--- src/rtl/arbitro_memoria_dados_if.sv ---
// Requester and memory-side signals of the data-memory arbiter.
// The design takes the slave view; the environment driving it takes the master view.
interface arbitro_memoria_dados_if;
  logic        req0;
  logic        req1;
  logic        we0;
  logic        we1;
  logic [31:0] addr0;
  logic [31:0] addr1;
  logic [31:0] wdata0;
  logic [31:0] wdata1;
  logic        ack0;
  logic        ack1;
  logic [31:0] rdata0;
  logic [31:0] rdata1;
  logic [31:0] mem_addr;
  logic [31:0] mem_wdata;
  logic        mem_we;
  logic [31:0] mem_rdata;
  logic        busy;

  modport slave (
    input  req0, req1, we0, we1, addr0, addr1, wdata0, wdata1, mem_rdata,
    output ack0, ack1, rdata0, rdata1, mem_addr, mem_wdata, mem_we, busy
  );

  modport master (
    output req0, req1, we0, we1, addr0, addr1, wdata0, wdata1, mem_rdata,
    input  ack0, ack1, rdata0, rdata1, mem_addr, mem_wdata, mem_we, busy
  );
endinterface

--- src/rtl/arbitro_memoria_dados.sv ---
// Round-robin arbiter sharing one single-port data memory between two requesters.
// Each access takes IDLE -> ACCESS -> RESPOND; read data is registered per port.
module arbitro_memoria_dados (
  input  logic                          clk,
  input  logic                          reset,
  arbitro_memoria_dados_if.slave        bus
);

  typedef enum logic [1:0] {IDLE, ACCESS, RESPOND} state_t;

  state_t      state_reg, state_next;
  logic        winner_reg;
  logic        last_grant_reg;
  logic        we_reg;
  logic [31:0] addr_reg;
  logic [31:0] wdata_reg;
  logic [31:0] rdata_reg [2];

  logic [1:0]  req_vec;
  logic [1:0]  we_vec;
  logic [31:0] addr_vec  [2];
  logic [31:0] wdata_vec [2];
  logic [1:0]  ack_vec;
  logic        grant_valid;
  logic        grant_idx;

  assign req_vec      = {bus.req1, bus.req0};
  assign we_vec       = {bus.we1, bus.we0};
  assign addr_vec[0]  = bus.addr0;
  assign addr_vec[1]  = bus.addr1;
  assign wdata_vec[0] = bus.wdata0;
  assign wdata_vec[1] = bus.wdata1;

  // On a tie the port that was not served last wins.
  always_comb begin
    grant_valid = |req_vec;
    grant_idx   = 1'b0;
    if (&req_vec) begin
      grant_idx = ~last_grant_reg;
    end else begin
      grant_idx = req_vec[1];
    end
  end

  always_comb begin
    state_next = state_reg;
    case (state_reg)
      IDLE:    if (grant_valid) state_next = ACCESS;
      ACCESS:  state_next = RESPOND;
      RESPOND: state_next = IDLE;
      default: state_next = IDLE;
    endcase
  end

  always_ff @(posedge clk) begin
    if (reset) begin
      state_reg      <= IDLE;
      winner_reg     <= 1'b0;
      last_grant_reg <= 1'b1;
      we_reg         <= 1'b0;
      addr_reg       <= 32'd0;
      wdata_reg      <= 32'd0;
    end else begin
      state_reg <= state_next;
      if (state_reg == IDLE && grant_valid) begin
        winner_reg <= grant_idx;
        we_reg     <= we_vec[grant_idx];
        addr_reg   <= addr_vec[grant_idx];
        wdata_reg  <= wdata_vec[grant_idx];
      end
      if (state_reg == RESPOND) begin
        last_grant_reg <= winner_reg;
      end
    end
  end

  generate
    for (genvar gi = 0; gi < 2; gi++) begin : g_port
      localparam logic PORT = 1'(gi);

      always_ff @(posedge clk) begin
        if (reset) begin
          rdata_reg[gi] <= 32'd0;
        end else if (state_reg == ACCESS && !we_reg && winner_reg == PORT) begin
          rdata_reg[gi] <= bus.mem_rdata;
        end
      end

      // Gated by reset so an interrupted transaction never completes.
      assign ack_vec[gi] = (state_reg == RESPOND) && (winner_reg == PORT) && !reset;
    end
  endgenerate

  assign bus.ack0      = ack_vec[0];
  assign bus.ack1      = ack_vec[1];
  assign bus.rdata0    = rdata_reg[0];
  assign bus.rdata1    = rdata_reg[1];
  assign bus.mem_addr  = addr_reg;
  assign bus.mem_wdata = wdata_reg;
  assign bus.mem_we    = (state_reg == ACCESS) && we_reg && !reset;
  assign bus.busy      = (state_reg != IDLE);

endmodule

--- src/flat_wrapper.sv ---
// flat-port wrapper written by rule: the top's interface ports become plain ports
module arbitro_memoria_dados_flat 
  (clk, reset, bus_req0, bus_req1, bus_we0, bus_we1, bus_addr0, bus_addr1, bus_wdata0, bus_wdata1, bus_mem_rdata, bus_ack0, bus_ack1, bus_rdata0, bus_rdata1, bus_mem_addr, bus_mem_wdata, bus_mem_we, bus_busy);
  arbitro_memoria_dados_if bus_i ();
  input  logic clk;
  input  logic reset;
  input wire logic [$bits(bus_i.req0)-1:0] bus_req0;
  input wire logic [$bits(bus_i.req1)-1:0] bus_req1;
  input wire logic [$bits(bus_i.we0)-1:0] bus_we0;
  input wire logic [$bits(bus_i.we1)-1:0] bus_we1;
  input wire logic [$bits(bus_i.addr0)-1:0] bus_addr0;
  input wire logic [$bits(bus_i.addr1)-1:0] bus_addr1;
  input wire logic [$bits(bus_i.wdata0)-1:0] bus_wdata0;
  input wire logic [$bits(bus_i.wdata1)-1:0] bus_wdata1;
  input wire logic [$bits(bus_i.mem_rdata)-1:0] bus_mem_rdata;
  output wire logic [$bits(bus_i.ack0)-1:0] bus_ack0;
  output wire logic [$bits(bus_i.ack1)-1:0] bus_ack1;
  output wire logic [$bits(bus_i.rdata0)-1:0] bus_rdata0;
  output wire logic [$bits(bus_i.rdata1)-1:0] bus_rdata1;
  output wire logic [$bits(bus_i.mem_addr)-1:0] bus_mem_addr;
  output wire logic [$bits(bus_i.mem_wdata)-1:0] bus_mem_wdata;
  output wire logic [$bits(bus_i.mem_we)-1:0] bus_mem_we;
  output wire logic [$bits(bus_i.busy)-1:0] bus_busy;
  assign bus_i.req0 = bus_req0;
  assign bus_i.req1 = bus_req1;
  assign bus_i.we0 = bus_we0;
  assign bus_i.we1 = bus_we1;
  assign bus_i.addr0 = bus_addr0;
  assign bus_i.addr1 = bus_addr1;
  assign bus_i.wdata0 = bus_wdata0;
  assign bus_i.wdata1 = bus_wdata1;
  assign bus_i.mem_rdata = bus_mem_rdata;
  assign bus_ack0 = bus_i.ack0;
  assign bus_ack1 = bus_i.ack1;
  assign bus_rdata0 = bus_i.rdata0;
  assign bus_rdata1 = bus_i.rdata1;
  assign bus_mem_addr = bus_i.mem_addr;
  assign bus_mem_wdata = bus_i.mem_wdata;
  assign bus_mem_we = bus_i.mem_we;
  assign bus_busy = bus_i.busy;
  arbitro_memoria_dados u_core (.clk(clk), .reset(reset), .bus(bus_i));
endmodule
--- config.mk ---
export PLATFORM = sky130hd
export DESIGN_NAME = arbitro_memoria_dados_flat
export DESIGN_NICKNAME = d
export VERILOG_FILES = /design/src/rtl/arbitro_memoria_dados_if.sv /design/src/rtl/arbitro_memoria_dados.sv /design/src/flat_wrapper.sv
export SDC_FILE = /design/constraint.sdc
export NUM_CORES = 1
export LEC_CHECK = 0
export ABC_AREA = 1
export CORE_ASPECT_RATIO = 0.75
export CORE_MARGIN = 1
export CORE_UTILIZATION = 45
export CTS_CLUSTER_DIAMETER = 30
export CTS_CLUSTER_SIZE = 20
export DETAILED_ROUTE_END_ITERATION = 7
export GPL_ROUTABILITY_DRIVEN = 0
export PLACE_DENSITY = 0.83
export SYNTH_ARGS = -nofsm -noshare
export SYNTH_HDL_FRONTEND = slang
export SYNTH_SLANG_ARGS = --single-unit
--- constraint.sdc ---
create_clock -name clk -period 4.5 [get_ports clk]
set_input_delay 0.9 -clock clk [delete_from_list [all_inputs] [get_ports clk]]
set_output_delay 0.9 -clock clk [all_outputs]
set_load 0.01 [all_outputs]
==> tab_implementation.tex <==
\begin{tabular}{lr}
\hline
Metric & Value \\
\hline
\multicolumn{2}{l}{\textbf{Clocking}} \\
\quad CTS buffer count & 17 \\
\quad Post-CTS Setup Inserts & 0 \\
\quad Worst-Skew Late Latency & 410 ps \\
\quad CTS clock-pin slew for the worst setup and hold paths & approximately 60 ps \\
\quad H-tree level count & 4 \\
\quad Buffer depth of the longest clock path & 2 \\
\quad Root buffer cell & clkbuf\_16 \\
\quad Number of clock sinks seen by CTS & $\sim$130 \\
\quad Post-CTS sizing & 0 \\
\quad CTS tree & built \\
\quad Hold Buf Count CTS & 0 \\
\multicolumn{2}{l}{\textbf{Critical path}} \\
\quad Highest fanout seen on the critical path & 6 \\
\quad Endpoint type of the worst setup path & primary output \\
\quad Capturing element of the worst setup path & bus\_ack0 \\
\quad Delay contributed by the slowest stage of the critical path & approximately 600 ps \\
\quad Cell depth of the worst setup path & 3 \\
\quad Cell chain of the critical path & clkdlybuf4s50\_1 > nor3\_1 > clkdlybuf4s50\_1 \\
\quad WP buf/inv & 2 \\
\quad Slack of the worst reg-to-reg path & approximately 2600 ps \\
\quad Arrival time at the worst endpoint & between 2000 and 2500 ps \\
\quad Depth of the most critical reg-to-reg path & 5 \\
\quad Cell type of the slowest stage on the worst timing path & clkdlybuf4s50\_1 \\
\quad Launch instance of the worst register-to-register path & u\_core.last\_grant\_reg \\
\quad Reg2reg end & u\_core.bus.mem\_addr[15] \\
\quad Data required time of the worst path & $\sim$3600 ps \\
\quad Dominant delay contributor by cell family on the critical path & buffers and inverters \\
\quad Most frequent cell on the critical path & clkdlybuf4s50\_1 \\
\quad Crit path launch type & primary input \\
\quad Launching element of the worst setup path & reset \\
\quad Critical path type & in2out \\
\multicolumn{2}{l}{\textbf{Global route}} \\
\quad Vias in the first global route & between 5000 and 6000 \\
\quad Total GRT Usage & between 20\% and 30\% \\
\quad Maximum number of pins on one net before global-route repair & 115 \\
\quad Antenna violations before repair & 0 \\
\quad Wire length of the first global-routing pass & 30300 um \\
\quad GRT overflow & 0 \\
\multicolumn{2}{l}{\textbf{Pwr}} \\
\quad Cell Pwr Density & 373 nW/um\^{}2 \\
\quad Peak supply drop & $\sim$0.28 mV \\
\quad Leak & 0.00440 uW \\
\multicolumn{2}{l}{\textbf{Timing}} \\
\quad Max transition margin & around 30\% \\
\quad Slew at the pin closest to its max-slew limit & around 1100 ps \\
\quad Slew Viols, Final & 0 \\
\quad Sum Neg Setup Slack & 0 ps \\
\quad Final clock skew & around 10 ps \\
\quad Hold violation total from the final report & 0 \\
\quad Smallest setup slack after layout & around 1200 ps \\
\quad Setup repair after global routing missed its margin & false \\
\quad Ratio of final minimum period to clock period & around 73\% \\
\quad Min cycle time layout & $\sim$3300 ps \\
\quad Final count of negative-setup-slack endpoints & 0 \\
\quad Fmax & about 300 MHz \\
\multicolumn{2}{l}{\textbf{Routing}} \\
\quad Total iterations of the first detailed-routing run & 4 \\
\quad Mean number of vias per cell & 4.78 \\
\quad Antenna-violating nets left & 0 \\
\quad Drt total wl & $\sim$19000 um \\
\quad Routed len/inst & 14.8 um \\
\quad Post-route DRC & 0 \\
\quad DRT iter0 DRCs & 350 \\
\quad Number of vias after detailed routing & between 6000 and 7000 \\
\multicolumn{2}{l}{\textbf{Logic synthesis}} \\
\quad Cell type contributing the most total cell area after synthesis & edfxtp\_1 \\
\quad Most frequently used flop master after synthesis & dfxtp\_1 \\
\quad Netlist area before placement & between 6000 and 7000 um\^{}2 \\
\quad Ranking of synthesized cells by area & edfxtp\_1, dfxtp\_1, nand2\_1, nor2\_1, a21boi\_0 \\
\quad Post-synthesis sequential area ratio & 51.9\% \\
\quad Distinct cells, synth & 17 \\
\quad Synthesis Warnings & 0 \\
\quad Syn Area/Cell & 7.61 um\^{}2 \\
\quad Leading cell types by count after synthesis & nand2\_1, nor2\_1, inv\_1 \\
\quad Total nets after synthesis & about 1000 \\
\quad Share of synthesized registers carrying an async set or reset & 0\% \\
\quad Share of the synthesized area in the top cell type & a little under a third \\
\quad Count of flip-flops with a built-in enable after synthesis & 64 \\
\quad Synthesized instance count & 837 \\
\quad Count of state elements after synthesis & between 100 and 150 \\
\multicolumn{2}{l}{\textbf{Worst hold path}} \\
\quad Beginning of the worst hold path & u\_core.state\_reg[0] \\
\quad Type of the most critical hold path & reg2reg \\
\quad Cell depth of the worst min-delay path & 2 \\
\multicolumn{2}{l}{\textbf{Final layout}} \\
\quad Post-layout net count & approximately 1300 \\
\quad Utilization after layout & $\sim$73\% \\
\quad Number of flip-flops under the largest register name & 64 \\
\quad Number of antenna repair diodes & 0 \\
\quad Fraction of final layout cells with drive strength greater than 1 & under 10\% \\
\quad Layout overhead on the synthesized area & 57.5\% \\
\multicolumn{2}{l}{\textbf{Die}} \\
\quad Horizontal die dimension & about 140 um \\
\quad DIE HEIGHT & 105 um \\
\quad Full die area & between 10000 and 15000 um\^{}2 \\
\quad Floorplan Core Area & 13700 um\^{}2 \\
\quad Row cnt & 37 \\
\quad Number of placed I/O pins & a little under 300 \\
\quad Starting utilization of the core area & between 40\% and 50\% \\
\multicolumn{2}{l}{\textbf{Place}} \\
\quad Post-detail-place hpwl & $\sim$13000 um \\
\quad Number of buffer cells added on primary ports & about 300 \\
\quad Post-Place Worst Slack & 1190 ps \\
\multicolumn{2}{l}{\textbf{Outcome}} \\
\quad Result of the run & finished clean \\
\multicolumn{2}{l}{\textbf{Job}} \\
\quad Total of max-cap violations & 0 \\
\hline
\end{tabular}
-- cell families after synthesis --
logic type,after synthesis,synth area share (%)
buf+inv,158,10.5
compound gates,66,7.80
simple gates,480,29.8
flops,133,51.9
-- per-layer routing --
layer  wire [um]  part of all wire [%]  GRT usage, %
met5           0                     0             0
met4         570                   3.0          10.3
met3        1700                   8.9          8.71
met2        9180                    48          44.7
met1        7640                    40          31.2
-- cells in the final DEF (no fill, tap or decap), drive strengths merged --
cell type      synthesis  routed
inv                  102     109
nor4                   1       1
clkdlybuf4s50          0     296
and2                   1       1
dfxtp                 69      69
nand3                 68      68
clkbuf                16      17
a21boi                65      65
o21ai                  1       1
buf                   40      10
edfxtp                64      64
nor3                   2       2
nor2                 203     203
clkinv                 0       4
nand4                  2       2
bufinv                 0       3
clkinvlp               0       1
nand2                203     203
-- cell type report --
class,count,area (um^2)
Multi-Input combinational cell,546,2420
Fill cell,1027,3720
Tap cell,175,219
Inverter,102,383
Clock buffer,17,425
Clock inverter,15,216
Timing Repair Buffer,306,3060
Sequential cell,133,3300
-- where the power goes --
part | internal, uW | total (uW) | switching, uW
Combinational | 419 | 812 | 393
Clock | 902 | 1490 | 592
Sequential | 1380 | 1430 | 47.8
-- worst reg2reg max path: stages (launching register included) --
cell and delay, ps:
dfxtp_1 340, nand2_4 750, buf_4 410, a21boi_0 110, nor2_1 150, nor2_1 40
-- how the worst min path moves through the flow --
stage / endpoint / slack, ps
6_report: u_core.state_reg[1] / 510
5_1_grt: u_core.state_reg[1] / 530
4_1_cts: u_core.state_reg[1] / 500
3_5_place_dp: u_core.state_reg[1] / 500
3_3_place_gp: u_core.state_reg[1] / 480
2_1_floorplan: u_core.last_grant_reg / 430
-- per-stage QoR --
stage / hold WS [ps] / area (um^2) / total power (uW) / std cells
final: 510 / 10000 / 3740 / 1294
after CTS: 504 / 10000 / 3760 / 1294
after global routing: 535 / 10000 / 3910 / 1294
after global placement: 482 / 9390 / 2250 / 1262
after detailed placement: 497 / 9390 / 2270 / 1262
after floorplan: 429 / 6370 / 1830 / 837
(Power assumes the default switching activity.)
